==> config.mk <==
export PLATFORM = sky130hd
export DESIGN_NAME = biriscv_div_arbiter
export DESIGN_NICKNAME = d
export VERILOG_FILES = /design/src/rtl/biriscv_div_arbiter.sv
export SDC_FILE = /design/constraint.sdc
export NUM_CORES = 1
export LEC_CHECK = 0
export ABC_AREA = 0
export BUFFER_PORTS_ARGS = -buffer_cell sky130_fd_sc_hd__buf_2
export CORE_AREA = 4 4 162 164
export CTS_BUF_LIST = sky130_fd_sc_hd__clkbuf_4 sky130_fd_sc_hd__clkbuf_8
export DETAILED_ROUTE_END_ITERATION = 8
export DIE_AREA = 0 0 166 168
export HOLD_SLACK_MARGIN = 0.08
export SLEW_MARGIN = 10
export SYNTH_ARGS = -nofsm -noshare
export SYNTH_HDL_FRONTEND = slang
export SYNTH_SLANG_ARGS = --single-unit
==> constraint.sdc <==
create_clock -name clk_i -period 8.6 [get_ports clk_i]
set_input_delay 0.43 -clock clk_i [delete_from_list [all_inputs] [get_ports clk_i]]
set_output_delay 0.43 -clock clk_i [all_outputs]
set_load 0.005 [all_outputs]
==> src/rtl/biriscv_div_arbiter.sv <==
// rtl/biriscv_div_arbiter.sv - shares the single iterative divider between the two issue pipes
//
// Arbitrates DIV/DIVU/REM/REMU requests from pipe0 and pipe1 onto the one
// iterative divider, sequencing one operation at a time. The owning pipe and
// its rd index are remembered so the result is steered back to that pipe only.
// A flush squashes the owned op (the divider still runs it, the result is
// dropped), and a watchdog abandons the op if the divider never answers.
//
// Configuration macro: DIV_ARB_RR_EN
//   defined   - round-robin on simultaneous requests; the pointer moves to the
//               pipe that did not win after every grant
//   undefined - fixed priority, pipe0 wins on simultaneous requests
//
// Parameters:
//   TIMEOUT_CYCLES  WAIT cycles allowed before the op is abandoned (>= 34)
//   CNT_W           WAIT counter width, must hold TIMEOUT_CYCLES
//
// Ports:
//   clk_i, rst_i                 clock, asynchronous active-high reset
//   req0_* / req1_*              per-pipe request valid/opcode/ra/rb/rd_idx, accept out
//   flush_i                      squash any owned or in-flight op; blocks grant in IDLE
//   div_valid_o                  1-cycle issue strobe to the divider
//   div_opcode_o/ra_o/rb_o       latched operands to the divider
//   div_wb_valid_i/value_i       divider result
//   wb0_* / wb1_*                per-pipe 1-cycle result pulse, value, rd index
//   busy_o                       an op is owned; pipes stall new divide issue
//   timeout_o                    1-cycle pulse when the divider fails to answer

module biriscv_div_arbiter #(
  parameter int TIMEOUT_CYCLES = 40,
  parameter int CNT_W          = 6
) (
  input  logic        clk_i,
  input  logic        rst_i,

  input  logic        req0_valid_i,
  input  logic [31:0] req0_opcode_i,
  input  logic [31:0] req0_ra_i,
  input  logic [31:0] req0_rb_i,
  input  logic [4:0]  req0_rd_idx_i,
  output logic        req0_accept_o,

  input  logic        req1_valid_i,
  input  logic [31:0] req1_opcode_i,
  input  logic [31:0] req1_ra_i,
  input  logic [31:0] req1_rb_i,
  input  logic [4:0]  req1_rd_idx_i,
  output logic        req1_accept_o,

  input  logic        flush_i,

  output logic        div_valid_o,
  output logic [31:0] div_opcode_o,
  output logic [31:0] div_ra_o,
  output logic [31:0] div_rb_o,
  input  logic        div_wb_valid_i,
  input  logic [31:0] div_wb_value_i,

  output logic        wb0_valid_o,
  output logic [31:0] wb0_value_o,
  output logic [4:0]  wb0_rd_idx_o,
  output logic        wb1_valid_o,
  output logic [31:0] wb1_value_o,
  output logic [4:0]  wb1_rd_idx_o,

  output logic        busy_o,
  output logic        timeout_o
);

  typedef enum logic [1:0] {
    ST_IDLE  = 2'd0,
    ST_ISSUE = 2'd1,
    ST_WAIT  = 2'd2
  } state_t;

  // Last WAIT count value; reaching it without a result means the divider hung.
  localparam logic [CNT_W-1:0] CNT_LAST = CNT_W'(TIMEOUT_CYCLES - 1);

  state_t      state_q;
  state_t      state_d;

  logic [31:0] opcode_q;
  logic [31:0] ra_q;
  logic [31:0] rb_q;
  logic [4:0]  rd_q;
  logic        owner_q;     // 0 = pipe0 owns the op, 1 = pipe1
  logic        kill_q;      // owned op was flushed; swallow its result
  logic [CNT_W-1:0] cnt_q;

  logic        wb0_valid_q;
  logic        wb1_valid_q;
  logic [31:0] wb_value_q;
  logic [4:0]  wb_rd_q;

  logic        grant0;
  logic        grant1;
  logic        grant;
  logic        can_grant;
  logic        wb_fire;

  assign can_grant = (state_q == ST_IDLE) && !flush_i;

  //--------------------------------------------------------------------------
  // Grant selection
  //--------------------------------------------------------------------------
`ifdef DIV_ARB_RR_EN
  logic rr_q;               // pipe favoured on the next simultaneous request

  always_comb begin
    grant0 = 1'b0;
    grant1 = 1'b0;
    if (can_grant) begin
      if (req0_valid_i && req1_valid_i) begin
        grant0 = !rr_q;
        grant1 = rr_q;
      end else begin
        grant0 = req0_valid_i;
        grant1 = req1_valid_i;
      end
    end
  end

  // After a grant, favour the pipe that did not win.
  always_ff @(posedge clk_i or posedge rst_i) begin
    if (rst_i) begin
      rr_q <= 1'b0;
    end else if (grant0 || grant1) begin
      rr_q <= grant0;
    end
  end
`else
  always_comb begin
    grant0 = can_grant && req0_valid_i;
    grant1 = can_grant && req1_valid_i && !req0_valid_i;
  end
`endif

  assign grant         = grant0 || grant1;
  assign req0_accept_o = grant0;
  assign req1_accept_o = grant1;

  //--------------------------------------------------------------------------
  // FSM next state and strobes
  //--------------------------------------------------------------------------
  always_comb begin
    state_d     = state_q;
    div_valid_o = 1'b0;
    timeout_o   = 1'b0;
    wb_fire     = 1'b0;
    case (state_q)
      ST_IDLE: begin
        if (grant) begin
          state_d = ST_ISSUE;
        end
      end
      ST_ISSUE: begin
        // The strobe goes out even if a flush is pending; the result is dropped later.
        div_valid_o = 1'b1;
        state_d     = ST_WAIT;
      end
      ST_WAIT: begin
        // A result arriving on the final count wins over the timeout.
        if (div_wb_valid_i) begin
          wb_fire = !(kill_q || flush_i);
          state_d = ST_IDLE;
        end else if (cnt_q == CNT_LAST) begin
          timeout_o = 1'b1;
          state_d   = ST_IDLE;
        end
      end
      default: begin
        state_d = ST_IDLE;
      end
    endcase
  end

  //--------------------------------------------------------------------------
  // State, operand latch, counter, kill and writeback registers
  //--------------------------------------------------------------------------
  always_ff @(posedge clk_i or posedge rst_i) begin
    if (rst_i) begin
      state_q     <= ST_IDLE;
      opcode_q    <= 32'd0;
      ra_q        <= 32'd0;
      rb_q        <= 32'd0;
      rd_q        <= 5'd0;
      owner_q     <= 1'b0;
      kill_q      <= 1'b0;
      cnt_q       <= '0;
      wb0_valid_q <= 1'b0;
      wb1_valid_q <= 1'b0;
      wb_value_q  <= 32'd0;
      wb_rd_q     <= 5'd0;
    end else begin
      state_q <= state_d;

      if (grant) begin
        owner_q  <= grant1;
        opcode_q <= grant1 ? req1_opcode_i : req0_opcode_i;
        ra_q     <= grant1 ? req1_ra_i     : req0_ra_i;
        rb_q     <= grant1 ? req1_rb_i     : req0_rb_i;
        rd_q     <= grant1 ? req1_rd_idx_i : req0_rd_idx_i;
      end

      if (state_q == ST_ISSUE) begin
        cnt_q <= '0;
      end else if (state_q == ST_WAIT) begin
        cnt_q <= cnt_q + CNT_W'(1);
      end

      // kill only lives while an op is owned; it is dropped on the way back to IDLE.
      if (state_q == ST_IDLE || state_d == ST_IDLE) begin
        kill_q <= 1'b0;
      end else if (flush_i) begin
        kill_q <= 1'b1;
      end

      wb0_valid_q <= wb_fire && !owner_q;
      wb1_valid_q <= wb_fire && owner_q;
      if (wb_fire) begin
        wb_value_q <= div_wb_value_i;
        wb_rd_q    <= rd_q;
      end
    end
  end

  assign div_opcode_o = opcode_q;
  assign div_ra_o     = ra_q;
  assign div_rb_o     = rb_q;

  assign wb0_valid_o  = wb0_valid_q;
  assign wb0_value_o  = wb_value_q;
  assign wb0_rd_idx_o = wb_rd_q;
  assign wb1_valid_o  = wb1_valid_q;
  assign wb1_value_o  = wb_value_q;
  assign wb1_rd_idx_o = wb_rd_q;

  assign busy_o = (state_q != ST_IDLE);

endmodule

# Word-level counts from Yosys, hierarchy flattened
# Cells that the tools add are included.
word_totals:
  regBits: 150
  input_bits: 240
  output_inout_bits: 177
  elab_cells: 52
classes:
  n_addsub: 1
  n_eq_ne: 3
  n_mux: 18
  reduce_logical: 18
ops:
  columns: ["cell", "n"]
  rows:
  - ["32-bit 2-to-1 mux", 3]
  - ["6-bit 2-to-1 mux", 2]
  - ["1-bit 2-to-1 mux", 8]
  - ["6-bit by 1-bit adder with 6-bit output (second input constant)", 1]
  - ["6-bit == test (second input constant)", 1]
  - ["1-bit logical AND", 6]
  - ["2-bit 2-to-1 mux", 3]
  - ["2-bit one-hot mux with 3 select lines", 1]
  - ["2-bit nonzero test", 3]
  - ["5-bit 2-to-1 mux", 1]
  - ["1-bit logical NOT", 4]
  - ["2-bit logical NOT", 2]
  - ["1-bit logical OR", 3]
  - ["2-bit by 1-bit == test with 1-bit output (second input constant)", 1]
  - ["2-bit == test (second input constant)", 1]

# Logic depth before layout (Yosys ltp)
logic_depth:
  word_depth: 10
  depth_mapped: 8
  ltp_nobuf: 6

# Worst setup path after synthesis
# No wires, ideal clock.
synth_path:
  path_kind: "reg-to-output"
  start: "reg state_q[1]"
  end: "out req1_accept_o"
  arrival_ns: 1.460
  required_time_ns: 8.170
  setup_slack_ns: 6.710
  path_stages_with_launch: 7
  n_path_buf: 2
  cell_sequence: "dfrtp_1 > inv_1 > ha_1 > inv_2 > nor4b_4 > buf_4 > buf_6"
synth_via:
  elab_chain_len: 4
synth_rtl:
  columns: ["item", "line_no", "rtl"]
  rows:
  - ["start, declared", "79", "state_t state_q;"]
  - ["start signal, assigned", "195", "state_q <= state_d;"]
  - ["2-bit logical NOT", "101", "assign can_grant = (state_q == ST_IDLE) && !flush_i;"]
  - ["1-bit logical AND", "101", null]
  - ["1-bit logical AND (2 in series)", "134", "grant1 = can_grant && req1_valid_i && !req0_valid_i;"]
  - ["end, declared", "48", "output logic req1_accept_o,"]
# Every way passes these cells.

# Worst setup path in the final report
layout_path:
  start: "reg state_q[1]"
  end: "reg ra_q[29], in the netlist div_ra_o[29]"
layout_via:
  elab_chain_len: 5
  word_cells_on_any_way: 7
  cone_classes: "mux (1); reduce/logical (6)"
layout_rtl:
  columns: ["item", "line_no", "rtl"]
  rows:
  - ["2-bit logical NOT *", "101", null]
  - ["1-bit logical AND *", "101", null]
  - ["1-bit logical AND (2 in series)", "134", null]
  - ["32-bit 2-to-1 mux or 1-bit logical OR (tied branches)", "200, 138", null]
  - ["end signal, assigned", "200", "ra_q <= grant1 ? req1_ra_i : req0_ra_i;"]
  - ["end, declared", "83", "logic [31:0] ra_q;"]
# Every way passes the cells marked *; elsewhere a longest branch is shown, timed or not.
# A chain may end at the register's enable or synchronous reset.

==> impl_metrics.toml <==
[timing]
tightest_slew_ns = 0.951
fin_hold_ws_ns = 0.122
slew_headroom_pct = 36.6
max_freq_mhz = 308
hold_viol_final = 0
rsz0062_at_grt = "false"
fin_tns_setup_ns = 0
setup_violations = 0
slew_viol_final = 0
fin_crit_ns = 3.24
worst_clock_skew_ns = 0.0156
min_period_over_period_pct = 37.7

[synthesis]
netlist_area_um2 = 6890
synth_mux_area_share_pct = 20.9
synthAdderAreaFrac_pct = 0.908
ys_seq_area_share_pct = 54.5
synth_fp_nets = 859
yosys.area_share.simple_pct = 7.41
syn_inst = 614
ys_types = 32
synth_edf_count = 0
synth_compound_area_share_pct = 8.73
async_flop_share_pct = 100
synthFlopType = "dfrtp_1"
ys_ff_latch = 150
synth_top_family_by_area = "multiplexers"
synthXorXnorAreaFrac_pct = 0.254
syn_area_per_cell_um2 = 11.2
synth_warnings = 0

[placed_design]
port_buffers = 416
post_dp_cell_area_um2 = 8950
gp_congestion = 0.814
dp_hpwl_mm = 15.6
place_inst = 1291

[worst_setup_path]
cp_top_family = "buffers and inverters"
worst_path_most_repeated_cell = "buf_4"
r2r_start = "state_q[1]"
critical_path.startpoint = "state_q[1]"
r2r_slack_ns = 5.36
cp.depth = 8
crit_fanout = 57
worstPathRequired_ns = 8.87
crit_type = "flip-flop to flip-flop"
critPathArrivalTime_ns = 3.51
reg2regPathDepth = 8
cp-end-kind = "flip-flop"
crit_chain = "inv_1 -> ha_1 -> inv_2 -> nor4b_4 -> buf_4 -> buf_4 -> mux2i_1 -> a21oi_1"
worstSetupEndpoint = "div_ra_o[29]"
timing.rr.end = "div_ra_o[29]"
worst-path-buf-inv = 4
cpPeakStageDelay_ns = 0.88
crit_slowest_cell = "buf_4"
worst_setup_path_start_kind = "flip-flop"

[status]
status = "finished clean"

[job]
drv_cap = 0

[routing]
route.met2.wl_mm = 10.8
routed.top_layer = "met5"
ant_nets = 0
drtIter0Drc = 228
via_per_inst = 4.34
wire_per_inst_um = 15.4
met1_length_mm = 7.97
routed_wl_mm = 20.3
drtPass1Iterations = 4
drc = 0
vias = 5736
wl_met3_mm = 1.35

[clocking]
clkSinkCount = 150
h-tree-depth = 4
ctsResizeCount = 0
root_buffer = "clkbuf_8"
clk-insertion-delay-late_ns = 0.44
postCtsSetupRepairBufs = 0
tritoncts = "yes"
path_clk_slew_ns = 0.10
cts_buffer_depth = 2
cts-hold-fix-buffers = 0
numCtsBuffers = 17

[final_layout]
area_delta_synth_final_pct = 36.1
fin_cells = 1323
fillers = 2542
drive_above_1_share_pct = 50.1
layout_commonest_cell = "buf_2"
antenna_cells = 0
final_cell_mix = "416 x buf_2, 150 x dfrtp_1, 108 x nor2_1"
fin_nets = 1225
fin_area_um2 = 9380

[pwr]
p_leak_nw = 4.40
p_total_w = 0.00294
vdd_drop_max_v = 0.000117
power_density_nw_per_um2 = 313

[floorplan]
core_um2 = 24900
pin_count = 417
start_util_pct = 27.7
dieWidth_um = 166
rows = 58
die-area_um2 = 27900
dieHeight_um = 168

[global_route]
grt_pass1_wl_mm = 30.9
grt-ovfl-total = 0
grt_usage_pct = 13.8
grt_pass1_vias = 5607
antenna_found_initial = 1
grt_max_degree = 102

[min_path]
hold_path_class = "input pin to asynchronous set/reset pin"
[cell usage after synthesis, types with 2 or more instances]
cell type / count / area [um^2]
a21oi_1: 105 / 526
and2_1: 2 / 12.5
buf_1: 3 / 11.3
buf_2: 8 / 40.0
buf_4: 38 / 285
buf_6: 7 / 78.8
clkbuf_1: 18 / 67.6
dfrtp_1: 150 / 3750
ha_1: 5 / 62.6
inv_1: 5 / 18.8
mux2_2: 38 / 428
mux2i_1: 101 / 1010
nand2_1: 3 / 11.3
nand4_1: 2 / 12.5
nor2_1: 108 / 405
nor3_1: 2 / 10.0
o21ai_0: 2 / 10.0
o21bai_1: 2 / 15.0
o2bb2ai_1: 2 / 17.5
[how the worst min path moves through the flow]
stage                                 end  slack (ns)  depth (start not counted)
after global routing      wb0_value_o[18]        0.14                          2
after global placement        wb1_valid_o        0.46                          1
after CTS                 wb0_value_o[18]        0.11                          2
final                     wb0_value_o[18]        0.12                          2
after floorplan               wb1_valid_o        0.45                          1
after detailed placement      wb1_valid_o        0.47                          1
[logic make-up (layout without fill, tap and decap cells)]
kind of cell | count (synthesis) | in the layout
flops | 150 | 150
mux | 139 | 139
simple gates | 123 | 123
buf+inv | 80 | 459
xor+xnor | 2 | 2
fa+ha+maj | 5 | 5
compound gates | 115 | 115
[power breakdown]
group	total, W	internal [W]	switching [W]	leakage (nW)
combinational	0.00111	0.000555	0.000557	2.48
sequential	0.00124	0.00104	0.000202	1.70
clock	0.000586	0.000285	0.000302	0.213
[layout make-up]
type | instances | area, um^2 | share of cell area (%)
multi-input combinational | 384 | 2640 | 28.1
clock buffer | 19 | 262 | 2.79
timing repair buffer | 421 | 2120 | 22.6
tap | 330 | 413 | 4.40
sequential | 150 | 3750 | 40.0
inverter | 6 | 27.5 | 0.294
clock inverter | 13 | 163 | 1.73
[flip-flops by register name (all words and copies together), names as in the netlist]
name and count:
cnt_q 6, wb0_value_o 32, rd_q 5, div_ra_o 32, wb0_valid_o 1, owner_q 1, wb0_rd_idx_o 5, wb1_valid_o 1
div_rb_o 32, div_opcode_o 32, state_q 2, kill_q 1
[through the flow]
step | util (%) | worst slack (ns)
after floorplan | - | 4.13
after global placement | 36.0 | 5.44
after detailed placement | 36.0 | 5.33
after CTS | 37.7 | 5.33
after global routing | 37.7 | 5.08
final | 37.7 | 5.36
[layer usage]
layer,global-route usage (%),vias to the layer above
met5,0,-
met4,3.98,2
met3,4.06,13
met2,24.9,244
met1,15.9,2662
li1,-,2815
Power figures use the tool's default switching activity.
